==> src/rtl/cache_pkg.sv <==
// Shared definitions for the LSU-to-cache adapter and anything that talks to
// the downstream cache: request type encodings, adapter state enumeration and
// the word-address mask.
package cache_pkg;

    // Downstream cache request kinds, as seen on cache_req_type_o.
    typedef enum logic [1:0] {
        CACHE_READ  = 2'b00,
        CACHE_WRITE = 2'b01,
        CACHE_FLUSH = 2'b10
    } cache_type_e;

    // Adapter control states. Every *_ISSUE state is a single-cycle request
    // strobe; every *_WAIT state waits for the cache to report completion.
    typedef enum logic [3:0] {
        IDLE,
        RD_ISSUE,
        RD_WAIT,
        MRG_ISSUE,
        MRG_WAIT,
        WR_ISSUE,
        WR_WAIT,
        FL_ISSUE,
        FL_WAIT
    } adapter_state_e;

    // The cache only accepts word-aligned addresses.
    localparam logic [31:0] ADDR_WORD_MASK = 32'hFFFF_FFFC;
    localparam logic [3:0]  BE_FULL        = 4'hF;
    localparam logic [3:0]  BE_NONE        = 4'h0;

endpackage

==> src/rtl/be_merge.sv <==
// Byte-enable merge for partial stores.
// Ports:
//   be_i       : byte enables of the store (bit k covers byte k)
//   new_word_i : store data from the core
//   old_word_i : current memory word returned by the cache
//   merged_o   : per byte, new data where enabled, otherwise old data
module be_merge (
    input  logic [3:0]  be_i,
    input  logic [31:0] new_word_i,
    input  logic [31:0] old_word_i,
    output logic [31:0] merged_o
);

    // NOTE: every signal written in always_comb gets a value on every path
    // (here a default first), otherwise synthesis infers a latch.
    always_comb begin
        merged_o = old_word_i;
        for (int k = 0; k < 4; k++) begin
            if (be_i[k]) begin
                merged_o[8*k +: 8] = new_word_i[8*k +: 8];
            end
        end
    end

endmodule

==> src/rtl/lsu_cache_adapter.sv <==
// Adapter between a core load/store port plus a single-word flush port and a
// request/done style cache. Reads and full-word writes map to one cache
// request; partial writes become a read followed by a merged full-word write;
// a store with no byte enables completes without touching the cache.
// The cache shares this block's reset net; at the top level the cache sees
// the inverted (active-high) polarity of reset_n.
// Ports:
//   clk, reset_n          : clock, asynchronous active-low reset
//   data_*_i / data_*_o   : core request, grant, response pulse and read data
//   flush_*_i / flush_*_o : flush request, grant and completion pulse
//   cache_req_*_o         : downstream request address/data/type and strobe
//   cache_O_data_i        : downstream read data, valid with cache_req_done_i
//   cache_req_done_i      : downstream completion, honoured only in *_WAIT
module lsu_cache_adapter
    import cache_pkg::*;
#(
    parameter bit FLUSH_PRIORITY = 1'b0  // 0: data wins a tie in IDLE, 1: flush wins
) (
    input  logic        clk,
    input  logic        reset_n,

    input  logic        data_req_i,
    input  logic [31:0] data_addr_i,
    input  logic        data_we_i,
    input  logic [3:0]  data_be_i,
    input  logic [31:0] data_wdata_i,
    output logic        data_gnt_o,
    output logic        data_rvalid_o,
    output logic [31:0] data_rdata_o,

    input  logic        flush_req_i,
    input  logic [31:0] flush_addr_i,
    output logic        flush_gnt_o,
    output logic        flush_done_o,

    output logic [31:0] cache_req_addr_o,
    output logic [31:0] cache_req_data_o,
    output logic [1:0]  cache_req_type_o,
    output logic        cache_req_do_o,
    input  logic [31:0] cache_O_data_i,
    input  logic        cache_req_done_i
);

    adapter_state_e r_state;
    adapter_state_e w_next_state;

    logic [31:0] r_addr;
    logic        r_we;
    logic [3:0]  r_be;
    logic [31:0] r_wdata;
    logic [31:0] r_req_data;
    cache_type_e r_req_type;
    logic [31:0] r_rdata;
    logic        r_rvalid;
    logic        r_flush_done;

    logic        w_data_win;
    logic        w_flush_win;
    logic        w_data_gnt;
    logic        w_flush_gnt;
    logic [31:0] w_merged;

    // Arbitration between simultaneous data and flush requests.
    assign w_data_win  = data_req_i  && (!FLUSH_PRIORITY || !flush_req_i);
    assign w_flush_win = flush_req_i && ( FLUSH_PRIORITY || !data_req_i);

    // Grants are combinational so a new request can be taken in the same
    // cycle that the previous response pulse is shown.
    assign w_data_gnt  = reset_n && (r_state == IDLE) && w_data_win;
    assign w_flush_gnt = reset_n && (r_state == IDLE) && w_flush_win;

    be_merge u_be_merge (
        .be_i       (r_be),
        .new_word_i (r_wdata),
        .old_word_i (cache_O_data_i),
        .merged_o   (w_merged)
    );

    // NOTE: sequential state is updated with non-blocking assignments only,
    // so every flop samples pre-edge values regardless of statement order.
    always_ff @(posedge clk or negedge reset_n) begin
        if (!reset_n) begin
            r_state <= IDLE;
        end else begin
            r_state <= w_next_state;
        end
    end

    always_comb begin
        w_next_state = r_state;
        case (r_state)
            IDLE: begin
                if (w_data_gnt) begin
                    if (!data_we_i) begin
                        w_next_state = RD_ISSUE;
                    end else if (data_be_i == BE_FULL) begin
                        w_next_state = WR_ISSUE;
                    end else if (data_be_i != BE_NONE) begin
                        w_next_state = MRG_ISSUE;
                    end
                    // An empty store stays in IDLE and answers next cycle.
                end else if (w_flush_gnt) begin
                    w_next_state = FL_ISSUE;
                end
            end
            RD_ISSUE:  w_next_state = RD_WAIT;
            MRG_ISSUE: w_next_state = MRG_WAIT;
            WR_ISSUE:  w_next_state = WR_WAIT;
            FL_ISSUE:  w_next_state = FL_WAIT;
            RD_WAIT:   if (cache_req_done_i) w_next_state = IDLE;
            MRG_WAIT:  if (cache_req_done_i) w_next_state = WR_ISSUE;
            WR_WAIT:   if (cache_req_done_i) w_next_state = IDLE;
            FL_WAIT:   if (cache_req_done_i) w_next_state = IDLE;
            default:   w_next_state = IDLE;
        endcase
    end

    // Request registers only change on a grant or at the end of the merge
    // read, so address/data/type stay stable for the whole cache transaction.
    // NOTE: no memories here; every flop is reset because the outputs must
    // read as zero while reset_n is low.
    always_ff @(posedge clk or negedge reset_n) begin
        if (!reset_n) begin
            r_addr       <= '0;
            r_we         <= 1'b0;
            r_be         <= '0;
            r_wdata      <= '0;
            r_req_data   <= '0;
            r_req_type   <= CACHE_READ;
            r_rdata      <= '0;
            r_rvalid     <= 1'b0;
            r_flush_done <= 1'b0;
        end else begin
            r_rvalid     <= 1'b0;
            r_flush_done <= 1'b0;

            if (w_data_gnt) begin
                r_addr     <= data_addr_i & ADDR_WORD_MASK;
                r_we       <= data_we_i;
                r_be       <= data_be_i;
                r_wdata    <= data_wdata_i;
                r_req_data <= data_wdata_i;
                // Partial stores start with a read of the old word.
                r_req_type <= (data_we_i && (data_be_i == BE_FULL)) ? CACHE_WRITE : CACHE_READ;
                if (data_we_i && (data_be_i == BE_NONE)) begin
                    r_rvalid <= 1'b1;
                end
            end else if (w_flush_gnt) begin
                r_addr     <= flush_addr_i & ADDR_WORD_MASK;
                r_req_data <= '0;
                r_req_type <= CACHE_FLUSH;
            end

            if (cache_req_done_i) begin
                case (r_state)
                    RD_WAIT: begin
                        if (!r_we) begin
                            r_rdata <= cache_O_data_i;
                        end
                        r_rvalid <= 1'b1;
                    end
                    MRG_WAIT: begin
                        r_req_data <= w_merged;
                        r_req_type <= CACHE_WRITE;
                    end
                    WR_WAIT: r_rvalid     <= 1'b1;
                    FL_WAIT: r_flush_done <= 1'b1;
                    default: ;
                endcase
            end
        end
    end

    assign data_gnt_o       = w_data_gnt;
    assign flush_gnt_o      = w_flush_gnt;
    assign data_rvalid_o    = r_rvalid;
    assign data_rdata_o     = r_rdata;
    assign flush_done_o     = r_flush_done;
    assign cache_req_addr_o = r_addr;
    assign cache_req_data_o = r_req_data;
    assign cache_req_type_o = r_req_type;
    assign cache_req_do_o   = (r_state == RD_ISSUE)  || (r_state == MRG_ISSUE) ||
                              (r_state == WR_ISSUE)  || (r_state == FL_ISSUE);

endmodule

==> config.mk <==
export PLATFORM = sky130hd
export DESIGN_NAME = lsu_cache_adapter
export DESIGN_NICKNAME = d
export VERILOG_FILES = /design/src/rtl/cache_pkg.sv /design/src/rtl/be_merge.sv /design/src/rtl/lsu_cache_adapter.sv
export SDC_FILE = /design/constraint.sdc
export NUM_CORES = 1
export LEC_CHECK = 0
export CAP_MARGIN = 20
export CORE_MARGIN = 4
export CORE_UTILIZATION = 45
export CTS_CLUSTER_DIAMETER = 60
export DETAILED_ROUTE_END_ITERATION = 12
export GPL_TIMING_DRIVEN = 0
export PLACE_DENSITY = 0.83
export SYNTH_ARGS = -nofsm -noshare
export SYNTH_HDL_FRONTEND = slang
export SYNTH_SLANG_ARGS = --single-unit
==> constraint.sdc <==
create_clock -name clk -period 6.6 [get_ports clk]
set_clock_uncertainty 0.2 [all_clocks]
set_input_delay 1.98 -clock clk [delete_from_list [all_inputs] [get_ports clk]]
set_output_delay 1.98 -clock clk [all_outputs]
set_load 0.02 [all_outputs]
* After elaboration in Yosys (flattened, before gate mapping) *
Index checks and enable logic that the tools add are counted.

storage, ports and cells
  logic and storage cells = 71
  input port bits = 138
  output and inout bits = 103
  bits in writable memories = 0
  bits in latches = 0
  register bits = 141
  bits in read-only memories = 0
  memories kept = 0

cells by class
  shift operators = 0
  divide/modulo/power cells = 0
  reduce and logical (&&, ||, !) cells = 18
  multipliers = 0
  equality and inequality tests = 13
  bitwise gates (word level) = 1
  order comparisons = 0
  multiplexer cells = 29
  add/sub/neg operators = 0

operator list
  cell                                                             count
  32-bit 2-to-1 mux                                                6
  8-bit 2-to-1 mux                                                 4
  4-bit 2-to-1 mux                                                 7
  4-bit one-hot mux with 7 select lines                            1
  4-bit by 3-bit == test with 1-bit output, second input constant  4
  4-bit by 2-bit == test with 1-bit output, second input constant  2
  4-bit == test, second input constant                             2
  4-bit logical NOT                                                2
  2-bit 2-to-1 mux                                                 4
  1-bit 2-to-1 mux                                                 7
  1-bit logical AND                                                6
  5-bit by 3-bit != test with 1-bit output, second input constant  1
  4-bit by 1-bit == test with 1-bit output, second input constant  1
  4-bit AND reduction                                              1
  4-bit nonzero test                                               1
  1-bit logical OR                                                 3
  3-bit != test, second input constant                             1
  3-bit AND reduction                                              1
  3-bit OR reduction                                               1
  2-bit by 1-bit != test with 1-bit output, second input constant  1
  2-bit != test, second input constant                             1
  2-bit nonzero test                                               1
  2-bit OR reduction                                               1
  1-bit logical NOT                                                1
  1-bit inverter                                                   1

* Longest topological paths before layout *
  depth in word-level cells = 7
  mapped depth = 8
  mapped depth without buffers = 5

* By module *
A second synthesis with hierarchy kept.

unflattened totals
  cell total of the unflattened synthesis = 583
  area total of the unflattened synthesis = 6409.9 µm²

by module, submodules not included
  module             area an instance (µm²)  cells each  instances  sequential area each (µm²)
  lsu_cache_adapter  5884.4                  547         1          3478.3
  be_merge           525.5                   36          1          0.0

* Least setup slack after synthesis *
Ideal clock, no wire load.

  kind = input-to-output
  from = input port data_req_i
  to = output port data_gnt_o
  required time = 4.420 ns
  setup slack = 1.868 ns
  path buffers = 2
  data arrival time = 2.552 ns
  cell stages on the path = 4
  cell sequence = nand3_2 > inv_2 > buf_4 > buf_4

between the ends
  longest elaborated chain between the ends = 1

RTL lines
  element            line                     source
  from (decl)        lsu_cache_adapter.sv:22  input logic data_req_i,
  1-bit logical AND  lsu_cache_adapter.sv:69  assign w_data_gnt = reset_n && (r_state == IDLE) && w_data_win;
  to (decl)          lsu_cache_adapter.sv:27  output logic data_gnt_o,

Every way passes these cells.

* Worst setup path in the final report *
  from = input port reset_n
  to = output port data_gnt_o

between the ends
  longest elaborated chain between the ends = 2

RTL lines
  element                          line                     source
  from (decl)                      lsu_cache_adapter.sv:20  input logic reset_n,
  1-bit logical AND (2 in series)  lsu_cache_adapter.sv:69

Every way passes these cells.

==> results.yml <==
clock_tree:
  ctsResizeCount: 0
  htreeDepth: 4
  clk_pin_slew_ns: 0.05
  cts-buffers-inserted: 17
  cts_root_buffer: "clkbuf_16"
  cts_sinks: 139
  cts_tree: "built"
  post_cts_buffers: 0
  cts_buffer_depth: 2
  holdBufCountCts: 0
  clk-insertion-delay-late_ns: 0.41
route:
  totalWireLength_um: 18800
  firstDrtPassIters: 5
  wl_per_cell_um: 18.8
  vias: 5366
  drtIter0Drc: 466
  route.detailed.drc: 0
  routed_via_density: 5.37
  ant_nets: 0
die:
  coreArea_um2: 13500
  std_cell_rows: 42
  ios: 241
  die_x_um: 126
  start_util: 0.466
  dieArea_um2: 15900
  die_h_um: 126
sta:
  tightest_slew_ns: 0.753
  period_minus_slack_ns: 6.33
  fmax_mhz: 158
  setup_tns_ns: 0
  hold_ws_ns: 0.273
  finalCritPeriodShare: 0.960
  finalMaxSlewViolations: 0
  hold_viol_final: 0
  rsz0062_at_grt: "false"
  finalWorstSetupSlack_ns: 0.266
  setup_viol: 0
  slew_headroom: 0.498
yosys:
  synth_top_area_frac: 0.555
  yosysMostFrequentCell: "nand2_1"
  synth_flop_cell: "dfrtp_1"
  synth_edf_count: 0
  ys_top_cells_by_area: "dfrtp_1 (56%), mux2i_1 (9.9%), nand2_1 (8.7%), mux2_4 (7.2%), a221oi_1 (4.5%)"
  avgSynthCellArea_um2: 11.3
  ys_ff_latch: 139
  yosysSeqAreaShare: 0.555
  syn-instance-count: 556
  synthTopCellsByCount: "nand2_1 (146), dfrtp_1 (139), mux2i_1 (62)"
  syn_area_um2: 6270
  ys_async_sr_fraction: 1.00
  synth_warnings: 0
  yosysTopAreaCell: "dfrtp_1"
  ys_types: 43
global_route:
  grt-ovfl-total: 0
  antenna_found_initial: 0
  grt_pass1_vias: 5819
  grt_max_degree: 80
  grt_pass1_wl_um: 30500
  track_usage: 0.241
finish:
  nNetsFinal: 949
  n_antenna_cell: 0
  area_growth_pct: 51.0
  drive_above_1_share: 0.117
  n_fill_cell: 1012
critical_path:
  cp-start-kind: "input port"
  reg2reg_depth: 6
  max_stage_delay_ns: 0.63
  crit_path_cell_trace: "buf_6 > nand3_2 > inv_2 > buf_4 > buf_4 > clkdlybuf4s50_1"
  cp_num_buf_inv: 5
  worst_ep_required_time_ns: 4.42
  arrival_ns: 4.15
  cp_max_fo: 65
  crit_type: "input port to primary output"
  crit_top_cell: "buf_4"
  worst-path-stages: 6
  endpoint_kind: "primary output"
  critPathTopFamily: "buffers and inverters"
  slowest_stage: "clkdlybuf4s50_1"
worst_hold_path:
  min_path_cells: 2
  hold_class: "flip-flop to flip-flop"
power:
  p_total_mw: 4.61
  power.density_nw_per_um2: 487
  cellLeakagePower_nw: 4.45
  ir_drop_mv: 0.247
placed_design:
  dp_slack_ns: 0.215
  gp_congestion: 0.815
  dp_hpwl_um: 13800
  numPortBuffers: 234
status:
  outcome: "finished clean"
flow_run:
  cap_violations: 0
logic make-up (layout without fill, tap and decap cells):
family,after synthesis,count (layout),synth area share
other cells,1,2,0.000598
buf+inv,47,313,0.0459
simple gates,168,168,0.115
mux,94,94,0.174
flops,139,139,0.555
compound gates,107,107,0.109
placed cells by master, fill, tap and decap left out, types with 5 or more instances in the layout:
master | netlist | routed
clkbuf_1 | 12 | 14
buf_1 | 6 | 6
clkdlybuf4s50_1 | 0 | 233
clkinv_2 | 0 | 5
dfrtp_1 | 139 | 139
clkbuf_16 | 0 | 17
a221oi_1 | 32 | 32
mux2_4 | 30 | 30
buf_2 | 14 | 14
o21ai_0 | 32 | 32
a21oi_1 | 32 | 32
mux2i_1 | 62 | 62
buf_4 | 8 | 8
nand2_1 | 146 | 146
where the power goes:
part / leakage (nW) / internal, mW / total, mW / switching [mW]
registers: 1.71 / 1.26 / 1.49 / 0.229
logic: 2.44 / 1.06 / 2.14 / 1.08
clock network: 0.303 / 0.629 / 0.978 / 0.348
stage by stage:
step / util / area (um2) / std cells
finish: 0.704 / 9470 / 999
global route: 0.704 / 9470 / 999
CTS: 0.704 / 9470 / 999
detailed placement: 0.659 / 8860 / 968
global placement: 0.657 / 8830 / 967
floorplan: - / 6270 / 557
registers in the layout, indices dropped and copies added (netlist names):
signal / count
cache_req_type_o: 2
r_wdata: 32
r_be: 4
data_rdata_o: 32
r_state: 4
flush_done_o: 1
cache_req_addr_o: 30
cache_req_data_o: 32
data_rvalid_o: 1
r_we: 1
path summary, 6_finish.rpt:
kind | start | to | slack (ns)
worst min register to register | r_we | r_we | 0.27
worst max-delay path | reset_n | data_gnt_o | 0.27
worst min-delay path | r_we | r_we | 0.27
max in group asynchronous | reset_n | cache_req_data_o[6] | 4.08
worst max register to register | r_state[3] | cache_req_data_o[6] | 4.33
min in group asynchronous | reset_n | cache_req_addr_o[5] | 1.35
layout make-up:
cell class	count	area, um2	share of cell area
Timing Repair Buffer	235	2370	0.250
Multi-Input combinational cell	371	2500	0.265
Buffer	45	280	0.0296
Sequential cell	139	3480	0.367
Clock inverter	8	115	0.0122
Tap cell	176	220	0.0233
Inverter	2	7.51	0.000793
Clock buffer	23	488	0.0516
tightest hold or removal path: stages (launching register included):
cell     delay [ns]
dfrtp_1        0.34
nand2_1        0.05
nand2_1        0.05
per-layer routing:
layer | part of all wire | wire length [um] | global-route usage | up-vias
li1 | - | - | - | 2469
met1 | 0.39 | 7290 | 0.280 | 2624
met2 | 0.51 | 9520 | 0.416 | 244
met3 | 0.089 | 1680 | 0.0885 | 29
met4 | 0.016 | 299 | 0.0776 | 0
met5 | 0 | 0 | 0 | -
No activity file was read; power rests on OpenSTA's default activity.
